<file path="src/rtl/pipe_hazard_ctrl_if.sv">
// ID-stage hazard bus: ID instruction metadata in, forwarding/stall/enable out.
interface pipe_hazard_ctrl_if #(
  parameter int STAGES = 3,
  parameter int REG_AW = 5,
  parameter int CNT_W  = 16,
  localparam int FW    = $clog2(STAGES+1)
);
  logic              id_valid;
  logic [REG_AW-1:0] id_rs_addr;
  logic [REG_AW-1:0] id_rt_addr;
  logic              id_rs_used;
  logic              id_rt_used;
  logic              id_wen;
  logic [REG_AW-1:0] id_waddr;
  logic              id_is_load;
  logic              branch_taken;
  logic              ext_stall;
  logic              cnt_clr;
  logic [FW-1:0]     fwd_a;
  logic [FW-1:0]     fwd_b;
  logic              stall_id;
  logic              if_en;
  logic              id_en;
  logic              id_flush;
  logic [STAGES-1:0] stage_valid;
  logic [CNT_W-1:0]  stall_cnt;
  logic [CNT_W-1:0]  flush_cnt;

  // datapath side
  modport master (
    output id_valid, id_rs_addr, id_rt_addr, id_rs_used, id_rt_used,
           id_wen, id_waddr, id_is_load, branch_taken, ext_stall, cnt_clr,
    input  fwd_a, fwd_b, stall_id, if_en, id_en, id_flush,
           stage_valid, stall_cnt, flush_cnt
  );

  // hazard unit side
  modport slave (
    input  id_valid, id_rs_addr, id_rt_addr, id_rs_used, id_rt_used,
           id_wen, id_waddr, id_is_load, branch_taken, ext_stall, cnt_clr,
    output fwd_a, fwd_b, stall_id, if_en, id_en, id_flush,
           stage_valid, stall_cnt, flush_cnt
  );
endinterface

</file>
<file path="src/rtl/pipe_hazard_ctrl.sv">
// Hazard / forwarding / stage-control unit: shift pipeline of destination
// metadata per post-ID stage, youngest-match forwarding, load-use stall.

// Per-stage source match; r0 is hardwired zero so it never matches.
module hz_stage_match #(
  parameter int REG_AW = 5
) (
  input  logic              i_valid,
  input  logic              i_wen,
  input  logic [REG_AW-1:0] i_waddr,
  input  logic [REG_AW-1:0] i_rs_addr,
  input  logic              i_rs_used,
  input  logic [REG_AW-1:0] i_rt_addr,
  input  logic              i_rt_used,
  output logic              o_rs_hit,
  output logic              o_rt_hit
);
  logic w_wr;
  assign w_wr     = i_valid & i_wen;
  assign o_rs_hit = w_wr & i_rs_used & (i_rs_addr != '0) & (i_waddr == i_rs_addr);
  assign o_rt_hit = w_wr & i_rt_used & (i_rt_addr != '0) & (i_waddr == i_rt_addr);
endmodule

module pipe_hazard_ctrl #(
  parameter int STAGES     = 3,
  parameter int LOAD_STAGE = 1,
  parameter int REG_AW     = 5,
  parameter int CNT_W      = 16,
  localparam int FW        = $clog2(STAGES+1)
) (
  input  logic              clk,
  input  logic              rst_n,
  pipe_hazard_ctrl_if.slave bus
);
  // per-stage entry fields, index 0 = youngest (EXE)
  logic [STAGES-1:0]             r_vld_pipe;
  logic [STAGES-1:0]             r_wen;
  logic [STAGES-1:0]             r_load;
  logic [STAGES-1:0][REG_AW-1:0] r_waddr;
  logic [CNT_W-1:0]              r_stall_cnt;
  logic [CNT_W-1:0]              r_flush_cnt;

  logic [STAGES-1:0] w_hit_a, w_hit_b;
  logic [FW-1:0]     w_fwd_a, w_fwd_b;
  logic              w_nr_a, w_nr_b;
  logic              w_stall, w_run, w_issue, w_flush;

  genvar g;
  generate
    for (g = 0; g < STAGES; g++) begin : g_stage
      hz_stage_match #(.REG_AW(REG_AW)) u_match (
        .i_valid   (r_vld_pipe[g]),
        .i_wen     (r_wen[g]),
        .i_waddr   (r_waddr[g]),
        .i_rs_addr (bus.id_rs_addr),
        .i_rs_used (bus.id_rs_used),
        .i_rt_addr (bus.id_rt_addr),
        .i_rt_used (bus.id_rt_used),
        .o_rs_hit  (w_hit_a[g]),
        .o_rt_hit  (w_hit_b[g])
      );
    end
  endgenerate

  // Youngest match wins: scan oldest to youngest so the lowest stage overrides.
  // A load whose data is not yet out of its access stage marks the source not ready.
  always_comb begin
    w_fwd_a = '0;
    w_fwd_b = '0;
    w_nr_a  = 1'b0;
    w_nr_b  = 1'b0;
    for (int k = STAGES-1; k >= 0; k--) begin
      if (w_hit_a[k]) begin
        w_fwd_a = FW'(k+1);
        w_nr_a  = r_load[k] && (k < LOAD_STAGE);
      end
      if (w_hit_b[k]) begin
        w_fwd_b = FW'(k+1);
        w_nr_b  = r_load[k] && (k < LOAD_STAGE);
      end
    end
  end

  // rst_n gating keeps enables/flush low for the whole reset window
  assign w_stall = rst_n & bus.id_valid & (w_nr_a | w_nr_b);
  assign w_run   = rst_n & ~w_stall & ~bus.ext_stall;
  assign w_flush = w_run & bus.branch_taken & bus.id_valid;
  assign w_issue = bus.id_valid & ~w_stall;

  assign bus.fwd_a       = w_fwd_a;
  assign bus.fwd_b       = w_fwd_b;
  assign bus.stall_id    = w_stall;
  assign bus.if_en       = w_run;
  assign bus.id_en       = w_run;
  assign bus.id_flush    = w_flush;
  assign bus.stage_valid = r_vld_pipe;
  assign bus.stall_cnt   = r_stall_cnt;
  assign bus.flush_cnt   = r_flush_cnt;

  // Shift metadata down the pipe; a stalled/invalid ID slot enters as an all-zero bubble.
  always_ff @(posedge clk or negedge rst_n) begin
    if (!rst_n) begin
      r_vld_pipe <= '0;
      r_wen      <= '0;
      r_load     <= '0;
      r_waddr    <= '0;
    end else if (!bus.ext_stall) begin
      r_vld_pipe <= {r_vld_pipe[STAGES-2:0], w_issue};
      r_wen      <= {r_wen[STAGES-2:0],      w_issue & bus.id_wen};
      r_load     <= {r_load[STAGES-2:0],     w_issue & bus.id_is_load};
      r_waddr    <= {r_waddr[STAGES-2:0],    (w_issue ? bus.id_waddr : '0)};
    end
  end

  // Saturating event counters; clear beats increment. Frozen cycles are not counted.
  always_ff @(posedge clk or negedge rst_n) begin
    if (!rst_n) begin
      r_stall_cnt <= '0;
      r_flush_cnt <= '0;
    end else if (bus.cnt_clr) begin
      r_stall_cnt <= '0;
      r_flush_cnt <= '0;
    end else begin
      if (w_stall && !bus.ext_stall && !(&r_stall_cnt))
        r_stall_cnt <= r_stall_cnt + CNT_W'(1);
      if (w_flush && !(&r_flush_cnt))
        r_flush_cnt <= r_flush_cnt + CNT_W'(1);
    end
  end
endmodule

</file>
<file path="src/flat_wrapper.sv">
// flat-port wrapper written by rule: the top's interface ports become plain ports
module pipe_hazard_ctrl_flat 
#(
  parameter int STAGES     = 3,
  parameter int LOAD_STAGE = 1,
  parameter int REG_AW     = 5,
  parameter int CNT_W      = 16,
  localparam int FW        = $clog2(STAGES+1)
)
  (clk, rst_n, bus_id_valid, bus_id_rs_addr, bus_id_rt_addr, bus_id_rs_used, bus_id_rt_used, bus_id_wen, bus_id_waddr, bus_id_is_load, bus_branch_taken, bus_ext_stall, bus_cnt_clr, bus_fwd_a, bus_fwd_b, bus_stall_id, bus_if_en, bus_id_en, bus_id_flush, bus_stage_valid, bus_stall_cnt, bus_flush_cnt);
  pipe_hazard_ctrl_if #(.STAGES(STAGES), .REG_AW(REG_AW), .CNT_W(CNT_W)) bus_i ();
  input  logic clk;
  input  logic rst_n;
  input wire logic [$bits(bus_i.id_valid)-1:0] bus_id_valid;
  input wire logic [$bits(bus_i.id_rs_addr)-1:0] bus_id_rs_addr;
  input wire logic [$bits(bus_i.id_rt_addr)-1:0] bus_id_rt_addr;
  input wire logic [$bits(bus_i.id_rs_used)-1:0] bus_id_rs_used;
  input wire logic [$bits(bus_i.id_rt_used)-1:0] bus_id_rt_used;
  input wire logic [$bits(bus_i.id_wen)-1:0] bus_id_wen;
  input wire logic [$bits(bus_i.id_waddr)-1:0] bus_id_waddr;
  input wire logic [$bits(bus_i.id_is_load)-1:0] bus_id_is_load;
  input wire logic [$bits(bus_i.branch_taken)-1:0] bus_branch_taken;
  input wire logic [$bits(bus_i.ext_stall)-1:0] bus_ext_stall;
  input wire logic [$bits(bus_i.cnt_clr)-1:0] bus_cnt_clr;
  output wire logic [$bits(bus_i.fwd_a)-1:0] bus_fwd_a;
  output wire logic [$bits(bus_i.fwd_b)-1:0] bus_fwd_b;
  output wire logic [$bits(bus_i.stall_id)-1:0] bus_stall_id;
  output wire logic [$bits(bus_i.if_en)-1:0] bus_if_en;
  output wire logic [$bits(bus_i.id_en)-1:0] bus_id_en;
  output wire logic [$bits(bus_i.id_flush)-1:0] bus_id_flush;
  output wire logic [$bits(bus_i.stage_valid)-1:0] bus_stage_valid;
  output wire logic [$bits(bus_i.stall_cnt)-1:0] bus_stall_cnt;
  output wire logic [$bits(bus_i.flush_cnt)-1:0] bus_flush_cnt;
  assign bus_i.id_valid = bus_id_valid;
  assign bus_i.id_rs_addr = bus_id_rs_addr;
  assign bus_i.id_rt_addr = bus_id_rt_addr;
  assign bus_i.id_rs_used = bus_id_rs_used;
  assign bus_i.id_rt_used = bus_id_rt_used;
  assign bus_i.id_wen = bus_id_wen;
  assign bus_i.id_waddr = bus_id_waddr;
  assign bus_i.id_is_load = bus_id_is_load;
  assign bus_i.branch_taken = bus_branch_taken;
  assign bus_i.ext_stall = bus_ext_stall;
  assign bus_i.cnt_clr = bus_cnt_clr;
  assign bus_fwd_a = bus_i.fwd_a;
  assign bus_fwd_b = bus_i.fwd_b;
  assign bus_stall_id = bus_i.stall_id;
  assign bus_if_en = bus_i.if_en;
  assign bus_id_en = bus_i.id_en;
  assign bus_id_flush = bus_i.id_flush;
  assign bus_stage_valid = bus_i.stage_valid;
  assign bus_stall_cnt = bus_i.stall_cnt;
  assign bus_flush_cnt = bus_i.flush_cnt;
  pipe_hazard_ctrl #(.STAGES(STAGES), .LOAD_STAGE(LOAD_STAGE), .REG_AW(REG_AW), .CNT_W(CNT_W)) u_core (.clk(clk), .rst_n(rst_n), .bus(bus_i));
endmodule
</file>
<file path="config.mk">
export PLATFORM = sky130hd
export DESIGN_NAME = pipe_hazard_ctrl_flat
export DESIGN_NICKNAME = d
export VERILOG_FILES = /design/src/rtl/pipe_hazard_ctrl_if.sv /design/src/rtl/pipe_hazard_ctrl.sv /design/src/flat_wrapper.sv
export SDC_FILE = /design/constraint.sdc
export NUM_CORES = 1
export LEC_CHECK = 0
export CORE_UTILIZATION = 47
export CTS_BUF_LIST = sky130_fd_sc_hd__clkbuf_4 sky130_fd_sc_hd__clkbuf_8
export CTS_CLUSTER_DIAMETER = 200
export DETAILED_ROUTE_END_ITERATION = 12
export PLACE_DENSITY = 0.83
export RECOVER_POWER = 25
export SKIP_LAST_GASP = 1
export SLEW_MARGIN = 20
export SYNTH_ARGS = -nofsm -noshare
export SYNTH_HDL_FRONTEND = slang
export SYNTH_SLANG_ARGS = --single-unit
</file>
<file path="constraint.sdc">
create_clock -name clk -period 3.7 [get_ports clk]
set_input_delay 1.11 -clock clk [delete_from_list [all_inputs] [get_ports clk]]
set_output_delay 1.11 -clock clk [all_outputs]
set_load 0.005 [all_outputs]
</file>
Word level (Yosys, flattened, before mapping)
Index checks and enable logic that the tools add are counted.

cells by class
  bitwise gates (word level) = 33
  reductions and logical operators = 12
  mux-type cells = 13
  equality and inequality tests = 6
  add/sub/neg operators = 2

operator list
  operator                 number
  $mux W16                 4
  $add A16 B1 Y16 const B  2
  $reduce_and A16 Y1       2
  $and A1 B1 Y1            30
  $eq A5 B5 Y1             6
  $mux W2                  6
  $reduce_bool A5 Y1       2
  $mux W5                  1
  $reduce_bool A2 Y1       2
  $logic_and A1 B1 Y1      3
  $logic_not A1 Y1         3
  $mux W1                  2
  $not A1 Y1               2
  $or A1 B1 Y1             1

word-level totals
  input bits = 25
  bits in registers = 54
  logic and storage cells = 74

Depth between registers and ports, before layout
  word-level depth = 15
  gate-level depth with buffers = 9
  gate-level depth less buffers = 7

Cells and area by module
From an unflattened synthesis, not the netlist that was laid out.

unflattened totals
  cell total of the unflattened synthesis = 326
  area, all modules = 3168.0 um^2

modules (own cells, without submodules)
  module            area each (um^2)  seq. area each (um^2)  times used  cells each
  pipe_hazard_ctrl  2732.6            1351.3                 1           263
  hz_stage_match    145.1             0.0                    3           21

Worst setup path after synthesis
No wires, ideal clock.

  kind = in2out
  from = in bus_id_rs_addr[1]
  to = out bus_if_en
  path slack = -0.286 ns
  cell stages on the path = 9
  arrival time = 2.876 ns
  buffers on the path = 3
  cell sequence = or4_1 o21a_1 and3_4 o21ai_4 inv_2 buf_2 clkbuf_1 nor2_1 buf_4

between the ends
  longest elaborated chain between the ends = 9
  elaborated cells between the ends (all ways) = 10

RTL lines
  element                         line                    RTL
  from (decl)                     flat_wrapper.sv:15      input wire logic [$bits(bus_i.id_rs_addr)-1:0] bus_id_rs_addr;
  $reduce_bool A5 Y1              pipe_hazard_ctrl.sv:20  assign o_rs_hit = w_wr & i_rs_used & (i_rs_addr != '0) & (i_waddr == i_rs_addr);
  $and A1 B1 Y1                   pipe_hazard_ctrl.sv:20
  $and A1 B1 Y1 (*)               pipe_hazard_ctrl.sv:20
  $mux W1 (*)                     pipe_hazard_ctrl.sv:73  if (w_hit_a[k]) begin
  $or A1 B1 Y1 (*)                pipe_hazard_ctrl.sv:85  assign w_stall = rst_n & bus.id_valid & (w_nr_a | w_nr_b);
  $and A1 B1 Y1 (*)               pipe_hazard_ctrl.sv:85
  via bus_stall_id                flat_wrapper.sv:27      output wire logic [$bits(bus_i.stall_id)-1:0] bus_stall_id;
  $not A1 Y1 (*)                  pipe_hazard_ctrl.sv:86  assign w_run = rst_n & ~w_stall & ~bus.ext_stall;
  $and A1 B1 Y1 (*) (2 in a row)  pipe_hazard_ctrl.sv:86
  to (decl)                       flat_wrapper.sv:28      output wire logic [$bits(bus_i.if_en)-1:0] bus_if_en;

Mark *: on every way through the listed nets, which the timed path passes. The rest lies on a longest branch.

Worst setup path in the final report
  from = in bus_id_rs_addr[2]
  to = out bus_id_en

between the ends
  longest elaborated chain between the ends = 9
  elaborated cells between the ends (all ways) = 10

RTL lines
  element                         line                    RTL
  $reduce_bool A5 Y1              pipe_hazard_ctrl.sv:20
  $and A1 B1 Y1                   pipe_hazard_ctrl.sv:20
  $and A1 B1 Y1 (*)               pipe_hazard_ctrl.sv:20
  $mux W1 (*)                     pipe_hazard_ctrl.sv:73
  $or A1 B1 Y1 (*)                pipe_hazard_ctrl.sv:85
  $and A1 B1 Y1 (*)               pipe_hazard_ctrl.sv:85
  $not A1 Y1 (*)                  pipe_hazard_ctrl.sv:86
  $and A1 B1 Y1 (*) (2 in a row)  pipe_hazard_ctrl.sv:86
  to (decl)                       flat_wrapper.sv:29      output wire logic [$bits(bus_i.id_en)-1:0] bus_id_en;

Every way passes the cells marked *; elsewhere a longest branch is shown, timed or not.

==> flow_summary.toml <==
[outcome]
outcome = "complete, but fails checks"
failed_checks = "negative setup slack"

[sta]
hold_viol_final = 0
worstMarginPinSlew_ns = 1.197
maxSlewHeadroom_pct = 20.23
fin_crit_sh_pct = 101.8
tns_ns = -0.1857
grt_setup_unrepaired = "true"
drv_slew = 0
max_freq_mhz = 265.6
clock_skew_ns = 0.009633
postLayoutSetupSlackWorst_ns = -0.06565
min_period_ns = 3.766
setup_viol = 3

[setup_path]
critical_path.max_fanout = 3
crit_type = "input port to output port"
arrival_ns = 2.66
critPathCaptureType = "output port"
required_ns = 2.59
startpoint_type = "input port"
critPathLaunch = "bus_id_rs_addr[2]"
r2r_start = "u_core.r_waddr[1]"

[pwr]
powerDensity_nw_per_um2 = 287.8
p_leak_nw = 1.701
peakVddDrop_mv = 0.1536

[die]
rows = 29
dieArea_um2 = 6915
io_pins = 68
floorplan.initialDensity_pct = 48.75
die_x_um = 83.16
die_h_um = 83.16
core-area_um2 = 6350

[synth]
async_flop_share_pct = 100.0
ys.flop_type = "dfrtp_1"
synth.most_common_cell = "dfrtp_1"
syn_area_um2 = 3095
synth_cells = 316
synth_top_area_share_pct = 43.65
yosysSeqAreaShare_pct = 43.65
synth-edff-count = 0
synthesis.nets = 343
post_synth_most_frequent_cells = "dfrtp_1 (54), a21oi_1 (25), or3_1 (18), xnor2_1 (18), o21ai_0 (17)"
synthDominantAreaCellType = "dfrtp_1"
ys.warnings.count = 0
yosysUniqueCellTypes = 45
syn_area_per_cell_um2 = 9.796
synth_area_leaders = "dfrtp_1 (44%), mux2_2 (5.5%), xnor2_1 (5.1%), a21oi_1 (4.0%), xor2_1 (4.0%)"
ys_ff_latch = 54

[routing]
wl_per_cell_um = 16.10
vias = 2869
finalWirelength_um = 7823
drc = 0
via_per_inst = 5.903
dr.first_iter.drc_count = 151
ant_nets = 0
firstDrtPassIters = 4

[global_route]
met1_usage_pct = 33.07
grt_pass1_wl_um = 13680
grt_pass1_vias = 2862
overflow = 0
met3_usage_pct = 3.777
antenna_found_initial = 0
met2_usage_pct = 40.09
grt_max_degree = 50
grt_use_total_pct = 24.33
busiest_layer = "met2"

[finish]
multi_input_area_um2 = 1687
fillCellCount = 528
drive_gt1_share_pct = 21.27
final-seq-area_um2 = 1351
fin_area_um2 = 4126
area_growth_pct = 33.31
antenna_cells = 0
fin_nets = 435

[clocking]
cts_tree = "done"
clockBufferDepth = 2
cts.clk_slew.worst_paths_ns = 0.09
cts_buffers = 5
htree_levels = 2
clk_latency_ns = 0.31
cts-root-buf = "clkbuf_8"
clock_sinks = 54
cts_hold_buf = 0

[place]
placed_area_um2 = 3998
gp_congestion = 0.9606
port_buffers = 67
hpwl_um = 5700

[run]
maxCapViolCount = 0

[min_path]
hold_path.class = "flop to flop"
min_from = "u_core.r_wen[2]"
==> power by group <==
part	internal, mW	switching, mW	total (mW)
sequential	0.617	0.0361	0.653
clock	0.151	0.196	0.347
combinational	0.104	0.0828	0.187
==> worst paths after layout <==
| kind | endpoint | slack, ns | cells after the start |
|---|---|---|---|
| setup / recovery | bus_id_en | -0.07 | 9 |
| hold / removal | u_core.r_wen[2] | 0.55 | 1 |
| setup reg to reg | u_core.bus.stall_cnt[9] | 1.30 | 8 |
| hold reg to reg | u_core.r_wen[2] | 0.55 | 1 |
| max in group asynchronous | u_core.bus.stall_cnt[3] | 1.71 | 2 |
| min in group asynchronous | u_core.bus.stall_cnt[2] | 0.82 | 2 |
==> cells by family after synthesis <==
kind of cell    Yosys count  share of synthesized area (%)
simple gates            119                          22.23
compound gates           72                          15.12
flops                    54                          43.65
xor+xnor                 32                          9.054
buf+inv                  21                          3.354
mux                      16                          5.780
fa+ha+maj                 2                         0.8083
==> final cells by class <==
| cell class | instances | area share [%] |
|---|---|---|
| Inverter | 5 | 0.4548 |
| Clock buffer | 6 | 2.001 |
| Clock inverter | 2 | 0.3032 |
| Multi-Input combinational cell | 241 | 40.87 |
| Sequential cell | 54 | 32.75 |
| Timing Repair Buffer | 101 | 21.29 |
| Tap cell | 77 | 2.335 |
==> timing repair <==
action	in CTS	in global routing
buffers inserted	5	0
endpoints found under the setup margin	8	6
pin swaps	14	9
endpoints found under the hold margin	0	0
gates resized for setup	67	6
cloned	0	0
==> metrics by stage <==
stage / utilization, % / hold slack [ns] / worst slack [ns] / std cells / total power [mW]
after floorplan: - / 0.4807 / -0.1353 / 316 / 0.7534
after global placement: 62.96 / 0.5127 / -0.7483 / 473 / 0.8425
after detailed placement: 62.96 / 0.5336 / -0.7654 / 473 / 0.8488
after CTS: 65.06 / 0.5562 / -0.06741 / 486 / 1.189
after global routing: 64.99 / 0.5876 / -0.1174 / 486 / 1.252
final: 64.99 / 0.5491 / -0.06565 / 486 / 1.188
==> layout by cell type (no fill, tap or decap), types with 2 or more instances in the layout <==
cell             count
xnor2_1             17
nand2b_1             2
o21ai_0             17
or4_1               10
dlygate4sd2_1        3
nor3_2               2
nor2_4               2
clkbuf_8             6
a21oi_1             25
clkbuf_2             4
nor2b_1              2
nand4_1             14
inv_1                4
mux2_2              15
clkdlybuf4s50_1     48
and2_1               2
nand3_1             16
ha_1                 2
buf_2                9
or2_2                2
and3_1               8
a22o_1               7
nand2_1             16
a41oi_1              2
o21a_1               3
nor2_1              12
buf_4               27
nor4_1               6
nor3_1               2
o31a_1               2
o21ai_4              2
dfrtp_1             54
o31ai_1              7
xor2_1              14
or3_1               18
buf_6                8
==> critical path: stages <==
cell and delay [ns]:
buf_6 0.09, or4_1 0.52, o21a_1 0.22, and3_4 0.17, o21ai_4 0.14, inv_2 0.07
buf_6 0.13, nor2_4 0.10, buf_2 0.12
==> sequential cells by signal, indices dropped and copies added, names as in the netlist <==
signal and cells:
u_core.r_load 1, u_core.r_wen 3, u_core.r_waddr 15, u_core.bus.flush_cnt 16, u_core.bus.stall_cnt 16, u_core.bus.stage_valid 3
==> metal layers <==
| metal | wire [um] | vias to the layer above | share of wire (%) |
|---|---|---|---|
| li1 | - | 1361 | - |
| met3 | 367 | 17 | 4.7 |
| met2 | 3808 | 86 | 49 |
| met4 | 173 | 0 | 2.2 |
| met5 | 0 | - | 0 |
| met1 | 3473 | 1405 | 44 |
Power figures use the tool's default switching activity.
